`src/rtl/alt_vipvfr131_flow_ctrl_pkg.sv`:
```
// rtl/alt_vipvfr131_flow_ctrl_pkg.sv - shared constants and helpers for the buffered flow-control wrapper
// Contents: reset frame geometry defaults, a clog2 function, and the output FIFO entry width helper.
package alt_vipvfr131_flow_ctrl_pkg;

    localparam int WIDTH_INIT_DEF  = 640;
    localparam int HEIGHT_INIT_DEF = 480;

    function automatic int clog2(input int value);
        int r;
        int v;
        r = 0;
        v = value - 1;
        while (v > 0) begin
            r = r + 1;
            v = v >> 1;
        end
        return r;
    endfunction

    // Each FIFO entry carries the video beat plus its end-of-video marker.
    function automatic int fifo_entry_width(input int dw);
        return dw + 1;
    endfunction

endpackage

```
`src/rtl/alt_vipvfr131_common_flow_control_buffered_if.sv`:
```
// rtl/alt_vipvfr131_common_flow_control_buffered_if.sv - decoder/algorithm/encoder signal bundle
// Ports: all decoder-side, algorithm-side and encoder-side signals of the wrapper.
// slave modport = wrapper view, master modport = surrounding datapath (or bench) view.
interface alt_vipvfr131_common_flow_control_buffered_if #(
    parameter int DW = 24
);
    // decoder side
    logic          din_valid;
    logic          din_ready;
    logic [DW-1:0] din_data;
    logic [15:0]   decoder_width;
    logic [15:0]   decoder_height;
    logic [3:0]    decoder_interlaced;
    logic          decoder_end_of_video;
    logic          decoder_is_video;
    logic          decoder_vip_ctrl_valid;
    // to algorithm
    logic [DW-1:0] data_in;
    logic [15:0]   width_in;
    logic [15:0]   height_in;
    logic [3:0]    interlaced_in;
    logic          end_of_video_in;
    logic          vip_ctrl_valid_in;
    // from algorithm
    logic [DW-1:0] data_out;
    logic [15:0]   width_out;
    logic [15:0]   height_out;
    logic [3:0]    interlaced_out;
    logic          vip_ctrl_valid_out;
    logic          end_of_video_out;
    // encoder side
    logic          dout_ready;
    logic          dout_valid;
    logic [DW-1:0] dout_data;
    logic          encoder_end_of_video;
    logic [15:0]   encoder_width;
    logic [15:0]   encoder_height;
    logic [3:0]    encoder_interlaced;
    logic          encoder_vip_ctrl_send;
    logic          encoder_vip_ctrl_busy;
    // algorithm flow control
    logic          read;
    logic          write;
    logic          stall_in;
    logic          stall_out;
    logic          overflow_err;

    modport slave (
        input  din_valid, din_data, decoder_width, decoder_height, decoder_interlaced,
               decoder_end_of_video, decoder_is_video, decoder_vip_ctrl_valid,
               data_out, width_out, height_out, interlaced_out, vip_ctrl_valid_out,
               end_of_video_out, dout_ready, encoder_vip_ctrl_busy, read, write,
        output din_ready, data_in, width_in, height_in, interlaced_in, end_of_video_in,
               vip_ctrl_valid_in, dout_valid, dout_data, encoder_end_of_video,
               encoder_width, encoder_height, encoder_interlaced, encoder_vip_ctrl_send,
               stall_in, stall_out, overflow_err
    );

    modport master (
        output din_valid, din_data, decoder_width, decoder_height, decoder_interlaced,
               decoder_end_of_video, decoder_is_video, decoder_vip_ctrl_valid,
               data_out, width_out, height_out, interlaced_out, vip_ctrl_valid_out,
               end_of_video_out, dout_ready, encoder_vip_ctrl_busy, read, write,
        input  din_ready, data_in, width_in, height_in, interlaced_in, end_of_video_in,
               vip_ctrl_valid_in, dout_valid, dout_data, encoder_end_of_video,
               encoder_width, encoder_height, encoder_interlaced, encoder_vip_ctrl_send,
               stall_in, stall_out, overflow_err
    );

endinterface

```
`src/rtl/alt_vipvfr131_flow_ctrl_fifo.sv`:
```
// rtl/alt_vipvfr131_flow_ctrl_fifo.sv - synchronous non-fall-through FIFO with fill count
// Ports: clk, rst (async, active-high), push_i/pop_i requests, wdata_i/rdata_o,
// fill_o (current), fill_next_o (value after this edge), full_o, empty_o, push_ok_o, pop_ok_o.
module alt_vipvfr131_flow_ctrl_fifo
    import alt_vipvfr131_flow_ctrl_pkg::*;
#(
    parameter int WIDTH = 25,
    parameter int DEPTH = 8
) (
    input  logic             clk,
    input  logic             rst,
    input  logic             push_i,
    input  logic             pop_i,
    input  logic [WIDTH-1:0] wdata_i,
    output logic [WIDTH-1:0] rdata_o,
    output logic [clog2(DEPTH+1)-1:0] fill_o,
    output logic [clog2(DEPTH+1)-1:0] fill_next_o,
    output logic             full_o,
    output logic             empty_o,
    output logic             push_ok_o,
    output logic             pop_ok_o
);
    localparam int AW = clog2(DEPTH);
    localparam int FW = clog2(DEPTH + 1);

    logic [WIDTH-1:0] mem_q [DEPTH];
    logic [AW-1:0]    wr_ptr_q;
    logic [AW-1:0]    rd_ptr_q;
    logic [FW-1:0]    fill_q;

    assign empty_o   = (fill_q == '0);
    assign full_o    = (fill_q == FW'(DEPTH));
    assign pop_ok_o  = pop_i & ~empty_o;
    // A pop in the same cycle frees the slot, so a write on a full FIFO still lands.
    assign push_ok_o = push_i & (~full_o | pop_ok_o);
    assign fill_next_o = fill_q + FW'(push_ok_o) - FW'(pop_ok_o);
    assign fill_o    = fill_q;
    assign rdata_o   = mem_q[rd_ptr_q];

    always_ff @(posedge clk or posedge rst) begin
        if (rst) begin
            wr_ptr_q <= '0;
            rd_ptr_q <= '0;
            fill_q   <= '0;
        end else begin
            if (push_ok_o) wr_ptr_q <= wr_ptr_q + AW'(1);
            if (pop_ok_o)  rd_ptr_q <= rd_ptr_q + AW'(1);
            fill_q <= fill_next_o;
        end
    end

    always_ff @(posedge clk) begin
        if (push_ok_o) mem_q[wr_ptr_q] <= wdata_i;
    end

endmodule

```
`src/rtl/alt_vipvfr131_common_flow_control_buffered.sv`:
```
// rtl/alt_vipvfr131_common_flow_control_buffered.sv - VIP flow-control wrapper with output skid FIFO
// Ports: clk, rst (async, active-high), bus (slave modport of the signal bundle).
// Optional macro VIP_FLOW_CTRL_STATS_EN adds outputs frames_out[16] and stall_cycles[32].
module alt_vipvfr131_common_flow_control_buffered
    import alt_vipvfr131_flow_ctrl_pkg::*;
#(
    parameter int BITS_PER_SYMBOL  = 8,
    parameter int SYMBOLS_PER_BEAT = 3,
    parameter int OUT_FIFO_DEPTH   = 8,
    parameter int STALL_MARGIN     = 2,
    parameter int WIDTH_INIT       = WIDTH_INIT_DEF,
    parameter int HEIGHT_INIT      = HEIGHT_INIT_DEF
) (
    input  logic clk,
    input  logic rst,
    alt_vipvfr131_common_flow_control_buffered_if.slave bus
`ifdef VIP_FLOW_CTRL_STATS_EN
    ,
    output logic [15:0] frames_out,
    output logic [31:0] stall_cycles
`endif
);
    localparam int DW = BITS_PER_SYMBOL * SYMBOLS_PER_BEAT;
    localparam int EW = fifo_entry_width(DW);
    localparam int FW = clog2(OUT_FIFO_DEPTH + 1);
    localparam logic [FW-1:0] STALL_TH = FW'(OUT_FIFO_DEPTH - STALL_MARGIN);

    // Input side is pure pass-through.
    assign bus.din_ready         = ~bus.decoder_is_video | bus.read;
    assign bus.stall_in          = ~(bus.din_valid & bus.decoder_is_video);
    assign bus.data_in           = bus.din_data;
    assign bus.width_in          = bus.decoder_width;
    assign bus.height_in         = bus.decoder_height;
    assign bus.interlaced_in     = bus.decoder_interlaced;
    assign bus.end_of_video_in   = bus.decoder_end_of_video;
    assign bus.vip_ctrl_valid_in = bus.decoder_vip_ctrl_valid;

    logic [EW-1:0] rdata;
    logic [FW-1:0] fill;
    logic [FW-1:0] fill_next;
    logic          full;
    logic          empty;
    logic          push_ok;
    logic          pop_ok;

    alt_vipvfr131_flow_ctrl_fifo #(
        .WIDTH (EW),
        .DEPTH (OUT_FIFO_DEPTH)
    ) u_fifo (
        .clk         (clk),
        .rst         (rst),
        .push_i      (bus.write),
        .pop_i       (bus.dout_ready),
        .wdata_i     ({bus.end_of_video_out, bus.data_out}),
        .rdata_o     (rdata),
        .fill_o      (fill),
        .fill_next_o (fill_next),
        .full_o      (full),
        .empty_o     (empty),
        .push_ok_o   (push_ok),
        .pop_ok_o    (pop_ok)
    );

    assign bus.dout_valid           = ~empty;
    assign bus.dout_data            = rdata[DW-1:0];
    assign bus.encoder_end_of_video = rdata[DW];

    logic [15:0] enc_width_q,  enc_width_d;
    logic [15:0] enc_height_q, enc_height_d;
    logic [3:0]  enc_intl_q,   enc_intl_d;
    logic        pending_q,    pending_d;
    logic        overflow_q,   overflow_d;
    logic        stall_q,      stall_d;
    logic        send;

    // Send only once all buffered video has left and nothing is entering,
    // so a control packet can never overtake video ahead of it.
    assign send = pending_q & ~bus.encoder_vip_ctrl_busy & empty & ~bus.write;

    always_comb begin
        enc_width_d  = enc_width_q;
        enc_height_d = enc_height_q;
        enc_intl_d   = enc_intl_q;
        pending_d    = pending_q;
        if (send) pending_d = 1'b0;
        // A new packet arriving with a send re-arms pending for a second send.
        if (bus.vip_ctrl_valid_out) begin
            enc_width_d  = bus.width_out;
            enc_height_d = bus.height_out;
            enc_intl_d   = bus.interlaced_out;
            pending_d    = 1'b1;
        end
        overflow_d = overflow_q | (bus.write & ~push_ok);
        stall_d    = (fill_next >= STALL_TH);
    end

    always_ff @(posedge clk or posedge rst) begin
        if (rst) begin
            enc_width_q  <= 16'(WIDTH_INIT);
            enc_height_q <= 16'(HEIGHT_INIT);
            enc_intl_q   <= '0;
            pending_q    <= 1'b0;
            overflow_q   <= 1'b0;
            stall_q      <= 1'b0;
        end else begin
            enc_width_q  <= enc_width_d;
            enc_height_q <= enc_height_d;
            enc_intl_q   <= enc_intl_d;
            pending_q    <= pending_d;
            overflow_q   <= overflow_d;
            stall_q      <= stall_d;
        end
    end

    assign bus.encoder_width         = enc_width_q;
    assign bus.encoder_height        = enc_height_q;
    assign bus.encoder_interlaced    = enc_intl_q;
    assign bus.encoder_vip_ctrl_send = send;
    assign bus.stall_out             = stall_q;
    assign bus.overflow_err          = overflow_q;

`ifdef VIP_FLOW_CTRL_STATS_EN
    logic [15:0] frames_q;
    logic [31:0] stall_cnt_q;

    always_ff @(posedge clk or posedge rst) begin
        if (rst) begin
            frames_q    <= '0;
            stall_cnt_q <= '0;
        end else begin
            if (pop_ok && rdata[DW]) frames_q <= frames_q + 16'd1;
            if (bus.dout_valid && !bus.dout_ready && stall_cnt_q != 32'hFFFF_FFFF)
                stall_cnt_q <= stall_cnt_q + 32'd1;
        end
    end

    assign frames_out   = frames_q;
    assign stall_cycles = stall_cnt_q;
`else
    logic unused_fill;
    assign unused_fill = ^{fill, full};
`endif

endmodule

```
`src/flat_wrapper.sv`:
```
// flat-port wrapper written by rule: the top's interface ports become plain ports
module alt_vipvfr131_common_flow_control_buffered_flat import alt_vipvfr131_flow_ctrl_pkg::*;
#(
    parameter int BITS_PER_SYMBOL  = 8,
    parameter int SYMBOLS_PER_BEAT = 3,
    parameter int OUT_FIFO_DEPTH   = 8,
    parameter int STALL_MARGIN     = 2,
    parameter int WIDTH_INIT       = WIDTH_INIT_DEF,
    parameter int HEIGHT_INIT      = HEIGHT_INIT_DEF
)
  (clk, rst, bus_din_valid, bus_din_data, bus_decoder_width, bus_decoder_height, bus_decoder_interlaced, bus_decoder_end_of_video, bus_decoder_is_video, bus_decoder_vip_ctrl_valid, bus_data_out, bus_width_out, bus_height_out, bus_interlaced_out, bus_vip_ctrl_valid_out, bus_end_of_video_out, bus_dout_ready, bus_encoder_vip_ctrl_busy, bus_read, bus_write, bus_din_ready, bus_data_in, bus_width_in, bus_height_in, bus_interlaced_in, bus_end_of_video_in, bus_vip_ctrl_valid_in, bus_dout_valid, bus_dout_data, bus_encoder_end_of_video, bus_encoder_width, bus_encoder_height, bus_encoder_interlaced, bus_encoder_vip_ctrl_send, bus_stall_in, bus_stall_out, bus_overflow_err);
  alt_vipvfr131_common_flow_control_buffered_if #(.DW((24))) bus_i ();
  input  logic clk;
  input  logic rst;
  input wire logic [$bits(bus_i.din_valid)-1:0] bus_din_valid;
  input wire logic [$bits(bus_i.din_data)-1:0] bus_din_data;
  input wire logic [$bits(bus_i.decoder_width)-1:0] bus_decoder_width;
  input wire logic [$bits(bus_i.decoder_height)-1:0] bus_decoder_height;
  input wire logic [$bits(bus_i.decoder_interlaced)-1:0] bus_decoder_interlaced;
  input wire logic [$bits(bus_i.decoder_end_of_video)-1:0] bus_decoder_end_of_video;
  input wire logic [$bits(bus_i.decoder_is_video)-1:0] bus_decoder_is_video;
  input wire logic [$bits(bus_i.decoder_vip_ctrl_valid)-1:0] bus_decoder_vip_ctrl_valid;
  input wire logic [$bits(bus_i.data_out)-1:0] bus_data_out;
  input wire logic [$bits(bus_i.width_out)-1:0] bus_width_out;
  input wire logic [$bits(bus_i.height_out)-1:0] bus_height_out;
  input wire logic [$bits(bus_i.interlaced_out)-1:0] bus_interlaced_out;
  input wire logic [$bits(bus_i.vip_ctrl_valid_out)-1:0] bus_vip_ctrl_valid_out;
  input wire logic [$bits(bus_i.end_of_video_out)-1:0] bus_end_of_video_out;
  input wire logic [$bits(bus_i.dout_ready)-1:0] bus_dout_ready;
  input wire logic [$bits(bus_i.encoder_vip_ctrl_busy)-1:0] bus_encoder_vip_ctrl_busy;
  input wire logic [$bits(bus_i.read)-1:0] bus_read;
  input wire logic [$bits(bus_i.write)-1:0] bus_write;
  output wire logic [$bits(bus_i.din_ready)-1:0] bus_din_ready;
  output wire logic [$bits(bus_i.data_in)-1:0] bus_data_in;
  output wire logic [$bits(bus_i.width_in)-1:0] bus_width_in;
  output wire logic [$bits(bus_i.height_in)-1:0] bus_height_in;
  output wire logic [$bits(bus_i.interlaced_in)-1:0] bus_interlaced_in;
  output wire logic [$bits(bus_i.end_of_video_in)-1:0] bus_end_of_video_in;
  output wire logic [$bits(bus_i.vip_ctrl_valid_in)-1:0] bus_vip_ctrl_valid_in;
  output wire logic [$bits(bus_i.dout_valid)-1:0] bus_dout_valid;
  output wire logic [$bits(bus_i.dout_data)-1:0] bus_dout_data;
  output wire logic [$bits(bus_i.encoder_end_of_video)-1:0] bus_encoder_end_of_video;
  output wire logic [$bits(bus_i.encoder_width)-1:0] bus_encoder_width;
  output wire logic [$bits(bus_i.encoder_height)-1:0] bus_encoder_height;
  output wire logic [$bits(bus_i.encoder_interlaced)-1:0] bus_encoder_interlaced;
  output wire logic [$bits(bus_i.encoder_vip_ctrl_send)-1:0] bus_encoder_vip_ctrl_send;
  output wire logic [$bits(bus_i.stall_in)-1:0] bus_stall_in;
  output wire logic [$bits(bus_i.stall_out)-1:0] bus_stall_out;
  output wire logic [$bits(bus_i.overflow_err)-1:0] bus_overflow_err;
  assign bus_i.din_valid = bus_din_valid;
  assign bus_i.din_data = bus_din_data;
  assign bus_i.decoder_width = bus_decoder_width;
  assign bus_i.decoder_height = bus_decoder_height;
  assign bus_i.decoder_interlaced = bus_decoder_interlaced;
  assign bus_i.decoder_end_of_video = bus_decoder_end_of_video;
  assign bus_i.decoder_is_video = bus_decoder_is_video;
  assign bus_i.decoder_vip_ctrl_valid = bus_decoder_vip_ctrl_valid;
  assign bus_i.data_out = bus_data_out;
  assign bus_i.width_out = bus_width_out;
  assign bus_i.height_out = bus_height_out;
  assign bus_i.interlaced_out = bus_interlaced_out;
  assign bus_i.vip_ctrl_valid_out = bus_vip_ctrl_valid_out;
  assign bus_i.end_of_video_out = bus_end_of_video_out;
  assign bus_i.dout_ready = bus_dout_ready;
  assign bus_i.encoder_vip_ctrl_busy = bus_encoder_vip_ctrl_busy;
  assign bus_i.read = bus_read;
  assign bus_i.write = bus_write;
  assign bus_din_ready = bus_i.din_ready;
  assign bus_data_in = bus_i.data_in;
  assign bus_width_in = bus_i.width_in;
  assign bus_height_in = bus_i.height_in;
  assign bus_interlaced_in = bus_i.interlaced_in;
  assign bus_end_of_video_in = bus_i.end_of_video_in;
  assign bus_vip_ctrl_valid_in = bus_i.vip_ctrl_valid_in;
  assign bus_dout_valid = bus_i.dout_valid;
  assign bus_dout_data = bus_i.dout_data;
  assign bus_encoder_end_of_video = bus_i.encoder_end_of_video;
  assign bus_encoder_width = bus_i.encoder_width;
  assign bus_encoder_height = bus_i.encoder_height;
  assign bus_encoder_interlaced = bus_i.encoder_interlaced;
  assign bus_encoder_vip_ctrl_send = bus_i.encoder_vip_ctrl_send;
  assign bus_stall_in = bus_i.stall_in;
  assign bus_stall_out = bus_i.stall_out;
  assign bus_overflow_err = bus_i.overflow_err;
  alt_vipvfr131_common_flow_control_buffered #(.BITS_PER_SYMBOL(BITS_PER_SYMBOL), .SYMBOLS_PER_BEAT(SYMBOLS_PER_BEAT), .OUT_FIFO_DEPTH(OUT_FIFO_DEPTH), .STALL_MARGIN(STALL_MARGIN), .WIDTH_INIT(WIDTH_INIT), .HEIGHT_INIT(HEIGHT_INIT)) u_core (.clk(clk), .rst(rst), .bus(bus_i));
endmodule
```
`config.mk`:
```
export PLATFORM = sky130hd
export DESIGN_NAME = alt_vipvfr131_common_flow_control_buffered_flat
export DESIGN_NICKNAME = d
export VERILOG_FILES = /design/src/rtl/alt_vipvfr131_flow_ctrl_pkg.sv /design/src/rtl/alt_vipvfr131_common_flow_control_buffered_if.sv /design/src/rtl/alt_vipvfr131_flow_ctrl_fifo.sv /design/src/rtl/alt_vipvfr131_common_flow_control_buffered.sv /design/src/flat_wrapper.sv
export SDC_FILE = /design/constraint.sdc
export NUM_CORES = 1
export LEC_CHECK = 0
export CORE_MARGIN = 2
export CORE_UTILIZATION = 49
export DETAILED_ROUTE_END_ITERATION = 12
export GPL_ROUTABILITY_DRIVEN = 0
export PLACE_DENSITY = 0.8
export SYNTH_ARGS = -nofsm -noshare
export SYNTH_HDL_FRONTEND = slang
export SYNTH_SLANG_ARGS = --single-unit
```
`constraint.sdc`:
```
create_clock -name clk -period 4.3 [get_ports clk]
set_clock_uncertainty 0.15 [all_clocks]
set_input_delay 0.86 -clock clk [delete_from_list [all_inputs] [get_ports clk]]
set_output_delay 0.86 -clock clk [all_outputs]
set_load 0.05 [all_outputs]
```
Word-level counts from Yosys, hierarchy flattened:

Memories as Yosys holds them, arrays and structs flattened.
Index checks and enable logic that the tools add are counted.

* bits of input ports: 132
* word-level logic and storage cells: 39
* memory bits (writable): 200
* bits in registers: 49
* memories: 1

* add/sub/neg operators: 4
* reductions and logical operators: 2
* bitwise logic cells: 17
* equal/unequal tests: 1
* $lt $le $gt $ge: 1
* multiplexer cells: 4

Memories
* u_core.u_fifo.mem_q: words 8, width 25, read ports 1, clocked after Yosys merged registers in 0, wr ports 1, line alt_vipvfr131_flow_ctrl_fifo.sv:26 `logic [WIDTH-1:0] mem_q [DEPTH];`

Operators by type and width (number)
* 1-bit bitwise AND: 7
* 1-bit NOT: 7
* 3-bit by 1-bit adder with 3-bit output (second input constant): 2
* 4-bit by 1-bit adder with 4-bit output: 1
* 4-bit == test (second input constant): 1
* 4-bit by 3-bit greater-or-equal comparator with 1-bit output (second input constant): 1
* 4-bit zero test: 1
* 1-bit two-way mux: 4
* 4-bit by 1-bit subtractor with 4-bit output: 1
* 1-bit OR: 3
* 2-bit nonzero test: 1

Depth between registers and ports, before layout:

* depth after elaboration: 8
* gate-level depth with buffers: 10
* gate-level depth less buffers: 10

Modules after synthesis:

From an unflattened synthesis, not the netlist that was laid out.

* cell total of the unflattened synthesis: 506
* area, all modules: 10367.4 um^2

By module, submodules not included
* alt_vipvfr131_flow_ctrl_fifo: cells an instance 353, instances 1, area each 8346.8 um^2, seq. area each 6256.0 um^2
* alt_vipvfr131_common_flow_control_buffered: cells an instance 153, instances 1, area each 2020.7 um^2, seq. area each 983.4 um^2

Worst setup path before layout:

Ideal clock, no wire load.

* path kind: input -> register
* from: input port bus_dout_ready
* to: memory u_core.u_fifo.mem_q[1][0] (enable)
* stages: 3
* path slack: 7 ps
* arrival: 3673 ps
* cells stage by stage: nor2b_1 > nor2_1 > nor4_1

* word-level cells in the longest chain between the ends: 5

RTL lines
* start, declared: line flat_wrapper.sv:29 `input wire logic [$bits(bus_i.dout_ready)-1:0] bus_dout_ready;`
* 1-bit bitwise AND: line alt_vipvfr131_flow_ctrl_fifo.sv:33 `assign pop_ok_o = pop_i & ~empty_o;`
* 1-bit OR: line alt_vipvfr131_flow_ctrl_fifo.sv:35 `assign push_ok_o = push_i & (~full_o | pop_ok_o);`
* 1-bit bitwise AND: line alt_vipvfr131_flow_ctrl_fifo.sv:35
* 1-bit two-way mux: line alt_vipvfr131_flow_ctrl_fifo.sv:53 `if (push_ok_o) mem_q[wr_ptr_q] <= wdata_i;`
* 1-bit two-way mux (not written as such): line alt_vipvfr131_flow_ctrl_fifo.sv:53
* end, declared: line alt_vipvfr131_flow_ctrl_fifo.sv:26

No other way between the ends.

Worst setup path in the final report:

* from: register u_core.u_fifo.rd_ptr_q[0]
* to: output port bus_dout_data[13]

* word-level cells in the longest chain between the ends: 1

RTL lines
* start, declared: line alt_vipvfr131_flow_ctrl_fifo.sv:28 `logic [AW-1:0] rd_ptr_q;`
* start signal, assigned: line alt_vipvfr131_flow_ctrl_fifo.sv:47 `if (pop_ok_o) rd_ptr_q <= rd_ptr_q + AW'(1);`
* memory read 8 x 25 bit
* end, declared: line flat_wrapper.sv:41 `output wire logic [$bits(bus_i.dout_data)-1:0] bus_dout_data;`

No other way between the ends.

==> impl_metrics.json <==
{
  "htreeDepth": 1,
  "combinationalPowerShare_pct": 37.4,
  "cts_setup_buffers": 0,
  "grt-ovfl-total": 0,
  "async_reset_ff_share_pct": 19.7,
  "switching_share_pct": 34.1,
  "cts_sinks": 249,
  "critical_path_required_ns": 3.29,
  "die_w_um": 148,
  "syn_nets": 641,
  "worstHoldStart": "u_core.bus.overflow_err$_DFF_PP0_",
  "setup_ws_ns": 0.241,
  "worstPathArrival_ns": 3.05,
  "slowest_delay_ns": 0.72,
  "holdPathEnd": "u_core.bus.overflow_err$_DFF_PP0_",
  "p_leak_nw": 4.35,
  "synth_area_um2": 10200,
  "rows": 52,
  "area_growth_pct": 21.0,
  "synth_seq_area_share_pct": 70.8,
  "n_antenna_cell": 0,
  "worst_slew_pin_slew_ns": 0.992,
  "fmax_ghz": 0.246,
  "finalHoldViolCount": 0,
  "preCtsSetupSlack_ns": 0.606,
  "cts_resized": 0,
  "rr_worst_depth": 10,
  "hpwlAfterDp_mm": 12.0,
  "rsz0062_at_grt": "false",
  "drt_iter0_drc": 259,
  "whs_path_depth": 1,
  "endpoint_kind": "primary output",
  "r2r_slack_ns": 1.55,
  "synth_flop_cell": "edfxtp_1",
  "die_h_um": 148,
  "ys_ff_latch": 249,
  "critPathTopFamily": "buffers and inverters",
  "internal_power_mw": 5.52,
  "crit_slowest_cell": "clkdlybuf4s50_1",
  "grt_usage_pct": 17.9,
  "nets": 742,
  "grt_max_degree": 50,
  "clockBufferDepth": 3,
  "max_slew_margin_pct": 33.8,
  "critPathKind": "reg2out",
  "clockRootBuffer": "clkbuf_16",
  "cp_cell_sequence": "buf_12 > mux4_1 > mux2_2 > clkdlybuf4s50_1",
  "cts_hold_buf": 0,
  "pwr-share-clk_pct": 24.0,
  "wl_mm": 19.5,
  "r2r_end": "u_core.bus.stall_out$_DFF_PP0_",
  "antenna_left": 0,
  "holdWs_ns": 0.322,
  "max_cap_viol_count": 0,
  "drt_pass1_iterations": 4,
  "synth_cells": 501,
  "yosysUniqueCellTypes": 34,
  "final_layout_size_suffix_gt1_share_pct": 24.6,
  "status": "completed",
  "drv_slew": 0,
  "fin_crit_sh_pct": 94.4,
  "cts_tree": "yes",
  "post_drt_wl_per_cell_um": 21.9,
  "cts_made_buffers": 25,
  "clk_pin_slew_ns": 0.06,
  "setup_tns_ns": 0,
  "drcViolationCount": 0,
  "clk_latency_ns": 0.50,
  "p_seq_share_pct": 38.6,
  "synth-edff-count": 200,
  "power_density_nw_per_um2": 678,
  "pin_count": 261,
  "viasPerCell": 5.57,
  "cp-start-kind": "flop",
  "grt_pass1_vias": 5282,
  "via_count": 4967,
  "coreArea_um2": 20400,
  "power.switching_mw": 2.86,
  "dieArea_um2": 22000,
  "hp-class": "reg2reg",
  "timing.rr.start": "u_core.u_fifo.fill_o[2]$_DFF_PP0_",
  "yosys_warnings": 0,
  "antenna_found_initial": 0,
  "setup_violations": 0,
  "grt_first_pass_wirelength_mm": 30.2,
  "io_buffers": 136,
  "avgSynthCellArea_um2": 20.4,
  "final_util_pct": 60.7,
  "crit_fanout": 22,
  "crit_buf_inv": 2,
  "min_period_ns": 4.06,
  "start_util_pct": 50.2,
  "ir_drop_uv": 345
}
[how the worst max path moves through the flow]
stage | start | to | slack [ns] | depth (start not counted)
2_1_floorplan | bus_dout_ready | u_core.u_fifo.mem_q[1][0]$_DFFE_PP_ | 0.007 | 3
3_5_place_dp | bus_write | bus_encoder_vip_ctrl_send | 0.61 | 4
5_1_grt | u_core.u_fifo.rd_ptr_q[0]$_DFFE_PP0N_ | bus_dout_data[22] | 0.13 | 4
4_1_cts | u_core.u_fifo.rd_ptr_q[0]$_DFFE_PP0N_ | bus_dout_data[7] | 0.18 | 4
3_3_place_gp | bus_write | bus_encoder_vip_ctrl_send | 0.60 | 4
6_report | u_core.u_fifo.rd_ptr_q[0]$_DFFE_PP0N_ | bus_dout_data[13] | 0.24 | 4
[layout by cell type (no fill, tap or decap), drive strengths merged]
cell type,Yosys,layout
xor2,1,1
nor2,8,8
edfxtp,200,200
inv,5,6
fa,1,1
o21ai,4,4
nor3,4,4
clkdlybuf4s50,0,136
clkbuf,11,31
clkinvlp,0,1
clkinv,0,12
xnor2,5,5
or3b,2,2
a21o,1,1
nor2b,2,2
nor4,1,1
a211oi,1,1
mux4,50,50
mux2,63,63
mux2i,1,1
ha,7,7
a2bb2oi,1,1
buf,71,20
nand3,1,1
o211ai,1,1
dfstp,6,6
nand2b,3,3
or2,1,1
nand2,5,5
or3,1,1
dfrtp,43,43
a41o,1,1
bufinv,0,1
[cells in the mapped netlist (2+ instances only)]
cell,number,area share (%)
clkbuf_1,11,0.40
buf_4,62,4.6
buf_2,3,0.15
inv_1,5,0.18
dfrtp_1,43,11
nor2_1,8,0.29
mux4_1,41,11
o21ai_0,3,0.15
edfxtp_1,200,59
dfstp_2,6,1.5
nand2b_1,3,0.18
buf_6,6,0.66
xnor2_1,5,0.43
ha_1,7,0.86
mux4_2,9,2.0
nor2b_1,2,0.12
mux2_2,63,6.9
nor3_1,4,0.20
nand2_1,5,0.18
[worst reg2reg max path, stage by stage (launching register included)]
cell and delay, ns:
dfrtp_1 0.36, inv_1 0.10, ha_1 0.17, or3b_4 0.41, nand2_1 0.21, mux2i_1 0.11, ha_1 0.22, fa_1 0.38
xor2_1 0.18, a2bb2oi_1 0.19, o21ai_0 0.13
[area by class of cell]
cell class | instances | area, um^2
flip-flops and latches | 249 | 7240
fillers | 1375 | 8010
multi-input cells | 165 | 2400
clock inverters | 15 | 101
repair buffers | 156 | 1590
clock buffers | 31 | 668
well taps | 270 | 338
inverters | 5 | 18.8
[per-layer routing]
layer  up-vias  wire length [um]  GRT usage (%)
li1       2144                 -              -
met1      2527              7780           22.8
met2       240              9430           29.7
met3        54              1770           5.86
met4         2               483           5.10
met5         -                33           1.14
[through the flow]
| step | power, mW | area (um^2) | std cells |
|---|---|---|---|
| after floorplan | 5.57 | 10200 | 501 |
| after global placement | 6.35 | 11600 | 845 |
| after detailed placement | 6.45 | 11600 | 845 |
| after CTS | 8.48 | 12400 | 891 |
| after global routing | 8.73 | 12400 | 891 |
| final | 8.38 | 12400 | 891 |
[flip-flops by register name, summed over array words and instances, names as in the netlist]
signal / count
u_core.u_fifo.mem_q: 200
u_core.bus.encoder_height: 16
u_core.bus.encoder_width: 16
u_core.bus.encoder_interlaced: 4
u_core.u_fifo.fill_o: 4
u_core.u_fifo.rd_ptr_q: 3
u_core.u_fifo.wr_ptr_q: 3
u_core.bus.overflow_err: 1
u_core.bus.stall_out: 1
u_core.pending_q: 1
[logic make-up (layout without fill, tap and decap cells)]
group / Yosys count / after routing / share of synthesized area, %
AND/OR/NAND/NOR: 28 / 28 / 1.42
buffers and inverters: 87 / 207 / 5.95
adder cells (fa/ha/maj): 8 / 8 / 1.05
AO/OA/AOI/OAI: 9 / 9 / 0.649
multiplexers: 114 / 114 / 19.6
flip-flops: 249 / 249 / 70.8
XOR/XNOR: 6 / 6 / 0.514
[power by group through the flow]
| stage | clock [mW] | combinational [mW] | sequential [mW] |
|---|---|---|---|
| floorplan | 0 | 2.26 | 3.30 |
| global placement | 0 | 3.10 | 3.25 |
| detailed placement | 0 | 3.16 | 3.29 |
| CTS | 2.05 | 3.18 | 3.24 |
| global route | 2.15 | 3.31 | 3.27 |
| finish | 2.01 | 3.13 | 3.24 |
(Power assumes the default switching activity.)
